[src/rtl/icache_refill_pkg.sv]
// rtl/icache_refill_pkg.sv - refill state encoding and line field-width helpers
package icache_refill_pkg;

  typedef enum logic [2:0] {
    ST_IDLE,
    ST_ADDR,
    ST_DATA,
    ST_DRAIN,
    ST_DONE
  } refill_state_e;

  localparam int LINE_WORDS_DEF = 4;
  localparam int INDEX_W_DEF    = 6;

  function automatic int off_w(input int line_words);
    return $clog2(line_words);
  endfunction

  function automatic int tag_w(input int line_words, input int index_w);
    return 32 - index_w - $clog2(line_words) - 2;
  endfunction

endpackage

[src/rtl/icache_refill_if.sv]
// rtl/icache_refill_if.sv - miss, memory-port and array-write bundle of the refill engine
interface icache_refill_if import icache_refill_pkg::*; #(
  parameter int LINE_WORDS = LINE_WORDS_DEF,
  parameter int INDEX_W    = INDEX_W_DEF
);
  localparam int OFF_W = off_w(LINE_WORDS);
  localparam int TAG_W = tag_w(LINE_WORDS, INDEX_W);

  logic               miss_valid;
  logic               miss_ready;
  logic [31:0]        miss_addr;
  logic               flush;
  logic               busy;
  logic               mem_req_valid;
  logic               mem_req_ready;
  logic [31:0]        mem_req_addr;
  logic               mem_resp_valid;
  logic [31:0]        mem_resp_data;
  logic               mem_resp_err;
  logic               arr_we;
  logic [INDEX_W-1:0] arr_index;
  logic [OFF_W-1:0]   arr_word;
  logic [31:0]        arr_wdata;
  logic               tag_we;
  logic [TAG_W-1:0]   tag_value;
  logic               refill_done;
  logic               refill_err;
  logic               crit_valid;
  logic [31:0]        crit_data;

  modport master (
    input  miss_valid, miss_addr, flush, mem_req_ready,
           mem_resp_valid, mem_resp_data, mem_resp_err,
    output miss_ready, busy, mem_req_valid, mem_req_addr, arr_we, arr_index,
           arr_word, arr_wdata, tag_we, tag_value, refill_done, refill_err,
           crit_valid, crit_data
  );

  modport slave (
    output miss_valid, miss_addr, flush, mem_req_ready,
           mem_resp_valid, mem_resp_data, mem_resp_err,
    input  miss_ready, busy, mem_req_valid, mem_req_addr, arr_we, arr_index,
           arr_word, arr_wdata, tag_we, tag_value, refill_done, refill_err,
           crit_valid, crit_data
  );
endinterface

[src/rtl/icache_refill_wrap_ctr.sv]
// rtl/icache_refill_wrap_ctr.sv - word counter with wrapping (start+cnt) slot index
module icache_refill_wrap_ctr #(
  parameter int LINE_WORDS = 4,
  parameter int OFF_W      = $clog2(LINE_WORDS)
) (
  input  logic             clk,
  input  logic             rst,
  input  logic             load_i,
  input  logic [OFF_W-1:0] start_i,
  input  logic             inc_i,
  output logic [OFF_W-1:0] widx_o,
  output logic             first_o,
  output logic             last_o
);
  logic [OFF_W-1:0] cnt_q;
  logic [OFF_W-1:0] start_q;

  always_ff @(posedge clk or negedge rst) begin
    if (!rst) begin
      cnt_q   <= '0;
      start_q <= '0;
    end else if (load_i) begin
      cnt_q   <= '0;
      start_q <= start_i;
    end else if (inc_i) begin
      cnt_q   <= cnt_q + OFF_W'(1);
    end
  end

  // LINE_WORDS is a power of two, so the OFF_W-bit add wraps modulo the line
  assign widx_o  = start_q + cnt_q;
  assign first_o = (cnt_q == '0);
  assign last_o  = (cnt_q == OFF_W'(LINE_WORDS - 1));
endmodule

[src/rtl/icache_refill.sv]
// rtl/icache_refill.sv - icache line-refill engine; ICACHE_REFILL_CWF_EN selects critical-word-first
module icache_refill import icache_refill_pkg::*; #(
  parameter int LINE_WORDS = LINE_WORDS_DEF,
  parameter int INDEX_W    = INDEX_W_DEF
) (
  input  logic            clk,
  input  logic            rst,
  icache_refill_if.master bus
);
  localparam int OFF_W  = off_w(LINE_WORDS);
  localparam int LINE_W = 32 - OFF_W - 2;

  refill_state_e     state_q;
  logic [LINE_W-1:0] line_q;
  logic              err_q;
  logic [OFF_W-1:0]  start_d;
  logic [OFF_W-1:0]  widx;
  logic              ctr_load, ctr_first, ctr_last;
  logic              req_hs, resp_ok;
  logic              unused_bits;

  assign req_hs   = (state_q == ST_ADDR) && bus.mem_req_ready;
  assign resp_ok  = (state_q == ST_DATA) && bus.mem_resp_valid && !bus.mem_resp_err && !bus.flush;
  assign ctr_load = (state_q == ST_IDLE) && bus.miss_valid;

`ifdef ICACHE_REFILL_CWF_EN
  assign start_d         = bus.miss_addr[OFF_W+1:2];
  assign bus.crit_valid  = resp_ok && ctr_first;
  assign bus.crit_data   = (resp_ok && ctr_first) ? bus.mem_resp_data : '0;
  assign unused_bits     = ^bus.miss_addr[1:0];
`else
  assign start_d         = '0;
  assign bus.crit_valid  = 1'b0;
  assign bus.crit_data   = '0;
  assign unused_bits     = ^{bus.miss_addr[OFF_W+1:0], ctr_first};
`endif

  icache_refill_wrap_ctr #(
    .LINE_WORDS (LINE_WORDS),
    .OFF_W      (OFF_W)
  ) u_ctr (
    .clk     (clk),
    .rst     (rst),
    .load_i  (ctr_load),
    .start_i (start_d),
    .inc_i   (resp_ok),
    .widx_o  (widx),
    .first_o (ctr_first),
    .last_o  (ctr_last)
  );

  always_ff @(posedge clk or negedge rst) begin
    if (!rst) begin
      state_q <= ST_IDLE;
      line_q  <= '0;
      err_q   <= 1'b0;
    end else begin
      err_q <= 1'b0;
      case (state_q)
        ST_IDLE: if (bus.miss_valid) begin
          line_q  <= bus.miss_addr[31:OFF_W+2];
          state_q <= ST_ADDR;
        end
        // A request already handed to memory must have its response drained
        ST_ADDR: begin
          if (bus.flush)   state_q <= req_hs ? ST_DRAIN : ST_IDLE;
          else if (req_hs) state_q <= ST_DATA;
        end
        ST_DATA: begin
          if (bus.mem_resp_valid) begin
            if (bus.flush) begin
              state_q <= ST_IDLE;
            end else if (bus.mem_resp_err) begin
              err_q   <= 1'b1;
              state_q <= ST_IDLE;
            end else begin
              state_q <= ctr_last ? ST_DONE : ST_ADDR;
            end
          end else if (bus.flush) begin
            state_q <= ST_DRAIN;
          end
        end
        ST_DRAIN: if (bus.mem_resp_valid) state_q <= ST_IDLE;
        ST_DONE:  state_q <= ST_IDLE;
        default:  state_q <= ST_IDLE;
      endcase
    end
  end

  assign bus.miss_ready    = (state_q == ST_IDLE);
  assign bus.busy          = (state_q != ST_IDLE);
  assign bus.mem_req_valid = (state_q == ST_ADDR);
  assign bus.mem_req_addr  = (state_q == ST_ADDR) ? {line_q, widx, 2'b00} : '0;
  assign bus.arr_we        = resp_ok;
  assign bus.arr_index     = line_q[INDEX_W-1:0];
  assign bus.arr_word      = widx;
  assign bus.arr_wdata     = resp_ok ? bus.mem_resp_data : '0;
  assign bus.tag_we        = (state_q == ST_DONE);
  assign bus.tag_value     = line_q[LINE_W-1:INDEX_W];
  assign bus.refill_done   = (state_q == ST_DONE);
  assign bus.refill_err    = err_q;
endmodule

[src/flat_wrapper.sv]
// flat-port wrapper written by rule: the top's interface ports become plain ports
module icache_refill_flat import icache_refill_pkg::*;
#(
  parameter int LINE_WORDS = LINE_WORDS_DEF,
  parameter int INDEX_W    = INDEX_W_DEF
)
  (clk, rst, bus_miss_valid, bus_miss_addr, bus_flush, bus_mem_req_ready, bus_mem_resp_valid, bus_mem_resp_data, bus_mem_resp_err, bus_miss_ready, bus_busy, bus_mem_req_valid, bus_mem_req_addr, bus_arr_we, bus_arr_index, bus_arr_word, bus_arr_wdata, bus_tag_we, bus_tag_value, bus_refill_done, bus_refill_err, bus_crit_valid, bus_crit_data);
  icache_refill_if #(.LINE_WORDS(LINE_WORDS), .INDEX_W(INDEX_W)) bus_i ();
  input  logic clk;
  input  logic rst;
  input wire logic [$bits(bus_i.miss_valid)-1:0] bus_miss_valid;
  input wire logic [$bits(bus_i.miss_addr)-1:0] bus_miss_addr;
  input wire logic [$bits(bus_i.flush)-1:0] bus_flush;
  input wire logic [$bits(bus_i.mem_req_ready)-1:0] bus_mem_req_ready;
  input wire logic [$bits(bus_i.mem_resp_valid)-1:0] bus_mem_resp_valid;
  input wire logic [$bits(bus_i.mem_resp_data)-1:0] bus_mem_resp_data;
  input wire logic [$bits(bus_i.mem_resp_err)-1:0] bus_mem_resp_err;
  output wire logic [$bits(bus_i.miss_ready)-1:0] bus_miss_ready;
  output wire logic [$bits(bus_i.busy)-1:0] bus_busy;
  output wire logic [$bits(bus_i.mem_req_valid)-1:0] bus_mem_req_valid;
  output wire logic [$bits(bus_i.mem_req_addr)-1:0] bus_mem_req_addr;
  output wire logic [$bits(bus_i.arr_we)-1:0] bus_arr_we;
  output wire logic [$bits(bus_i.arr_index)-1:0] bus_arr_index;
  output wire logic [$bits(bus_i.arr_word)-1:0] bus_arr_word;
  output wire logic [$bits(bus_i.arr_wdata)-1:0] bus_arr_wdata;
  output wire logic [$bits(bus_i.tag_we)-1:0] bus_tag_we;
  output wire logic [$bits(bus_i.tag_value)-1:0] bus_tag_value;
  output wire logic [$bits(bus_i.refill_done)-1:0] bus_refill_done;
  output wire logic [$bits(bus_i.refill_err)-1:0] bus_refill_err;
  output wire logic [$bits(bus_i.crit_valid)-1:0] bus_crit_valid;
  output wire logic [$bits(bus_i.crit_data)-1:0] bus_crit_data;
  assign bus_i.miss_valid = bus_miss_valid;
  assign bus_i.miss_addr = bus_miss_addr;
  assign bus_i.flush = bus_flush;
  assign bus_i.mem_req_ready = bus_mem_req_ready;
  assign bus_i.mem_resp_valid = bus_mem_resp_valid;
  assign bus_i.mem_resp_data = bus_mem_resp_data;
  assign bus_i.mem_resp_err = bus_mem_resp_err;
  assign bus_miss_ready = bus_i.miss_ready;
  assign bus_busy = bus_i.busy;
  assign bus_mem_req_valid = bus_i.mem_req_valid;
  assign bus_mem_req_addr = bus_i.mem_req_addr;
  assign bus_arr_we = bus_i.arr_we;
  assign bus_arr_index = bus_i.arr_index;
  assign bus_arr_word = bus_i.arr_word;
  assign bus_arr_wdata = bus_i.arr_wdata;
  assign bus_tag_we = bus_i.tag_we;
  assign bus_tag_value = bus_i.tag_value;
  assign bus_refill_done = bus_i.refill_done;
  assign bus_refill_err = bus_i.refill_err;
  assign bus_crit_valid = bus_i.crit_valid;
  assign bus_crit_data = bus_i.crit_data;
  icache_refill #(.LINE_WORDS(LINE_WORDS), .INDEX_W(INDEX_W)) u_core (.clk(clk), .rst(rst), .bus(bus_i));
endmodule
[config.mk]
export PLATFORM = sky130hd
export DESIGN_NAME = icache_refill_flat
export DESIGN_NICKNAME = d
export VERILOG_FILES = /design/src/rtl/icache_refill_pkg.sv /design/src/rtl/icache_refill_if.sv /design/src/rtl/icache_refill_wrap_ctr.sv /design/src/rtl/icache_refill.sv /design/src/flat_wrapper.sv
export SDC_FILE = /design/constraint.sdc
export NUM_CORES = 1
export LEC_CHECK = 0
export ABC_AREA = 0
export BUFFER_PORTS_ARGS = -buffer_cell sky130_fd_sc_hd__clkbuf_2
export CAP_MARGIN = 15
export CORE_MARGIN = 3
export CORE_UTILIZATION = 41
export DETAILED_ROUTE_END_ITERATION = 7
export PLACE_DENSITY = 0.88
export SYNTH_ARGS = -nofsm -noshare
export SYNTH_HDL_FRONTEND = slang
export SYNTH_SLANG_ARGS = --single-unit
[constraint.sdc]
create_clock -name clk -period 2.7 [get_ports clk]
set_clock_uncertainty 0.2 [all_clocks]
set_input_delay 0.27 -clock clk [delete_from_list [all_inputs] [get_ports clk]]
set_output_delay 0.27 -clock clk [all_outputs]
set_load 0.02 [all_outputs]
==> results.json <==
{
  "drc": 0,
  "firstDrtPassIters": 4,
  "rows": 26,
  "overflow": 0,
  "cts_tree": "yes",
  "reg2reg_slack_ns": 0.59,
  "grt_antenna_before_repair": 0,
  "critical_path_arrival_ns": 1.89,
  "yosysSeqAreaShare_pct": 37.8,
  "reg2regPathDepth": 2,
  "die_h_um": 80.1,
  "synth_top_area_share_pct": 37.8,
  "power.switching_w": 0.00156,
  "synthTopCellsByArea": "dfrtp_1 (38%), mux2_4 (19%), buf_4 (12%)",
  "drive_above_1_share_pct": 56.1,
  "cap_viol_max_count": 0,
  "worst-setup-path-type": "flop to output port",
  "antenna_cells": 0,
  "wl_met3_um": 698,
  "place_congestion": 0.753,
  "tns_ns": 0,
  "stdcell_count": 437,
  "finalHoldViolations": 0,
  "synth-edff-count": 0,
  "postSynth.asyncResetShare_pct": 100,
  "top_layer_used": "met4",
  "post-synth-top-area-cell": "dfrtp_1",
  "grt_use_total_pct": 18.8,
  "outcome": "finished clean",
  "p_comb_share_pct": 60.7,
  "port_buffers": 165,
  "synthTopCellsByCount": "buf_4 (36), dfrtp_1 (34), and3_1 (32)",
  "wl_met2_mm": 3.32,
  "clock_latency_ns": 0.27,
  "dieArea_um2": 6410,
  "numCtsBuffers": 5,
  "hp-class": "input port to flop",
  "vias_per_cell": 4.61,
  "worstHoldStart": "bus_miss_addr[13]",
  "drtAntennaViolNets": 0,
  "drt_iter0_markers": 24,
  "leakage_nw": 1.91,
  "fin_crit_sh_pct": 87.5,
  "synth.avg_cell_area_um2": 10.8,
  "start_util_pct": 43.2,
  "timing.critical_path.from_type": "flop",
  "synth-seq-cells": 34,
  "r2r_start": "u_core.state_q[1]$_DFFE_PN0P_",
  "yosysWarnings": 0,
  "grt_pass1_vias": 1870,
  "clk_pin_slew_worst_paths_ns": 0.07,
  "hold_path_end": "u_core.line_q[9]$_DFFE_PN0P_",
  "syn2layout_area_growth_pct": 35.2,
  "syn_inst": 209,
  "final.min_clock_period_ns": 2.36,
  "fp.coreArea_um2": 5200,
  "critPathCaptureType": "output port",
  "powerDensity_nw_per_um2": 1100,
  "setup_viol": 0,
  "cp.required_ns": 2.23,
  "drt-met1-wl_mm": 2.33,
  "min_path_cells": 2,
  "grt_pass1_wl_mm": 9.45,
  "max_freq_mhz": 423,
  "hpwl_mm": 5.18,
  "power_frac_clock_pct": 10.2,
  "r2r_end": "u_core.line_q[10]$_DFFE_PN0P_",
  "clockBufferDepth": 2,
  "ys.flop_type": "dfrtp_1",
  "crit_fanout": 33,
  "ys_types": 32,
  "wl_mm": 6.50,
  "post_cts_resized": 0,
  "grt_max_degree": 35,
  "final_nets": 439,
  "synthesis.area_um2": 2250,
  "ios": 205,
  "rsz0062_at_grt": "false",
  "swShare_pct": 46.6,
  "placedCellCount": 429,
  "seqPwrFrac_pct": 29.2,
  "power.internal_w": 0.00179,
  "slew_viol_final": 0,
  "routedWlPerCell_um": 14.9,
  "synth.most_common_cell": "buf_4",
  "max_slew_margin_pct": 46.1,
  "clock-sinks": 34,
  "die_w_um": 80.1,
  "tightest_slew_ns": 0.809,
  "route.vias.total": 2015,
  "htree_levels": 2,
  "root_buffer": "clkbuf_8",
  "ir_drop_mv": 0.590
}
[worst max path at each step]
stage | startpoint | endpoint | slack, ns | depth (start not counted)
2_1_floorplan | u_core.state_q[1]$_DFFE_PN0P_ | bus_mem_req_addr[10] | 0.74 | 4
3_3_place_gp | u_core.state_q[1]$_DFFE_PN0P_ | u_core.line_q[12]$_DFFE_PN0P_ | 0.65 | 2
3_5_place_dp | u_core.state_q[1]$_DFFE_PN0P_ | u_core.line_q[11]$_DFFE_PN0P_ | 0.60 | 2
4_1_cts | u_core.state_q[1]$_DFFE_PN0P_ | bus_arr_wdata[19] | 0.34 | 3
5_1_grt | u_core.state_q[1]$_DFFE_PN0P_ | bus_arr_wdata[15] | 0.18 | 3
6_report | u_core.state_q[1]$_DFFE_PN0P_ | bus_arr_wdata[22] | 0.34 | 3
[final cells by class]
class | instances | area (um2)
repair buffers | 168 | 851
flip-flops and latches | 34 | 851
multi-input cells | 155 | 1160
clock inverters | 2 | 10.0
well taps | 70 | 87.6
inverters | 3 | 11.3
fillers | 463 | 2160
clock buffers | 5 | 68.8
[sequential cells by signal, summed over array words and instances (netlist names)]
signal	cells
u_core.line_q	28
u_core.state_q	3
u_core.u_ctr.cnt_q	2
u_core.bus.refill_err	1
[logic make-up after synthesis]
| family | synth area share, % |
|---|---|
| simple gates | 23.7 |
| other cells | 0.167 |
| fa+ha+maj | 0.556 |
| compound gates | 2.17 |
| mux | 19.1 |
| buf+inv | 16.5 |
| flops | 37.8 |
[stage by stage]
stage / area (um2) / utilization, % / setup slack [ns] / power [W] / hold slack [ns]
after floorplan: 2380 / - / 0.741 / 0.00243 / -0.226
after CTS: 3040 / 58.4 / 0.339 / 0.00338 / 0.0142
final: 3040 / 58.4 / 0.336 / 0.00335 / 0.0228
after global placement: 2950 / 56.7 / 0.647 / 0.00296 / 0.202
after global routing: 3040 / 58.4 / 0.176 / 0.00356 / 0.0106
after detailed placement: 2950 / 56.7 / 0.605 / 0.00303 / 0.202
[power groups by stage]
stage | Clock (W) | Sequential (W) | Combinational (W)
finish | 0.000341 | 0.000977 | 0.00203
global route | 0.000373 | 0.00102 | 0.00217
detailed placement | 0 | 0.000989 | 0.00204
global placement | 0 | 0.000959 | 0.00200
CTS | 0.000352 | 0.000978 | 0.00205
floorplan | 0 | 0.00118 | 0.00125
[layer usage]
metal / vias up / track usage, %
li1: 953 / -
met1: 916 / 21.3
met2: 135 / 33.5
met3: 11 / 5.27
met4: 0 / 6.93
met5: - / 0
[layout by cell type, fill, tap and decap left out]
master,Yosys,routed
clkbuf_2,0,165
conb_1,1,35
dfrtp_1,34,34
and3_1,32,32
and2_1,30,30
mux2_4,28,28
clkbuf_8,0,5
inv_1,3,3
nor2_1,2,2
nor3_1,3,2
nand2_1,2,2
nor4_1,2,2
nand3b_1,2,2
nand2b_1,2,2
o22ai_1,2,2
clkinv_2,0,2
buf_4,36,2
nor3_2,0,1
or2_2,1,1
nand4bb_1,1,1
and4bb_2,1,1
nor3b_1,1,1
or4b_4,1,1
a21oi_1,1,1
and3b_1,1,1
or4b_1,1,1
o211a_1,1,1
a221oi_1,1,1
mux2i_1,1,1
nand3_1,1,1
o21ai_0,1,1
a21boi_0,1,1
ha_1,1,1
dlygate4sd3_1,0,1
[worst max-delay path: stages (launching register included)]
cell      delay (ns)
dfrtp_1         0.57
and4bb_2        0.63
and3_1          0.25
clkbuf_2        0.17
[what timing repair did]
item                      4_1_cts  5_1_grt
hold endpoints to repair       34        0
setup buffers                   0        0
hold buffers                    1        0
No activity file was read; power rests on OpenSTA's default activity.
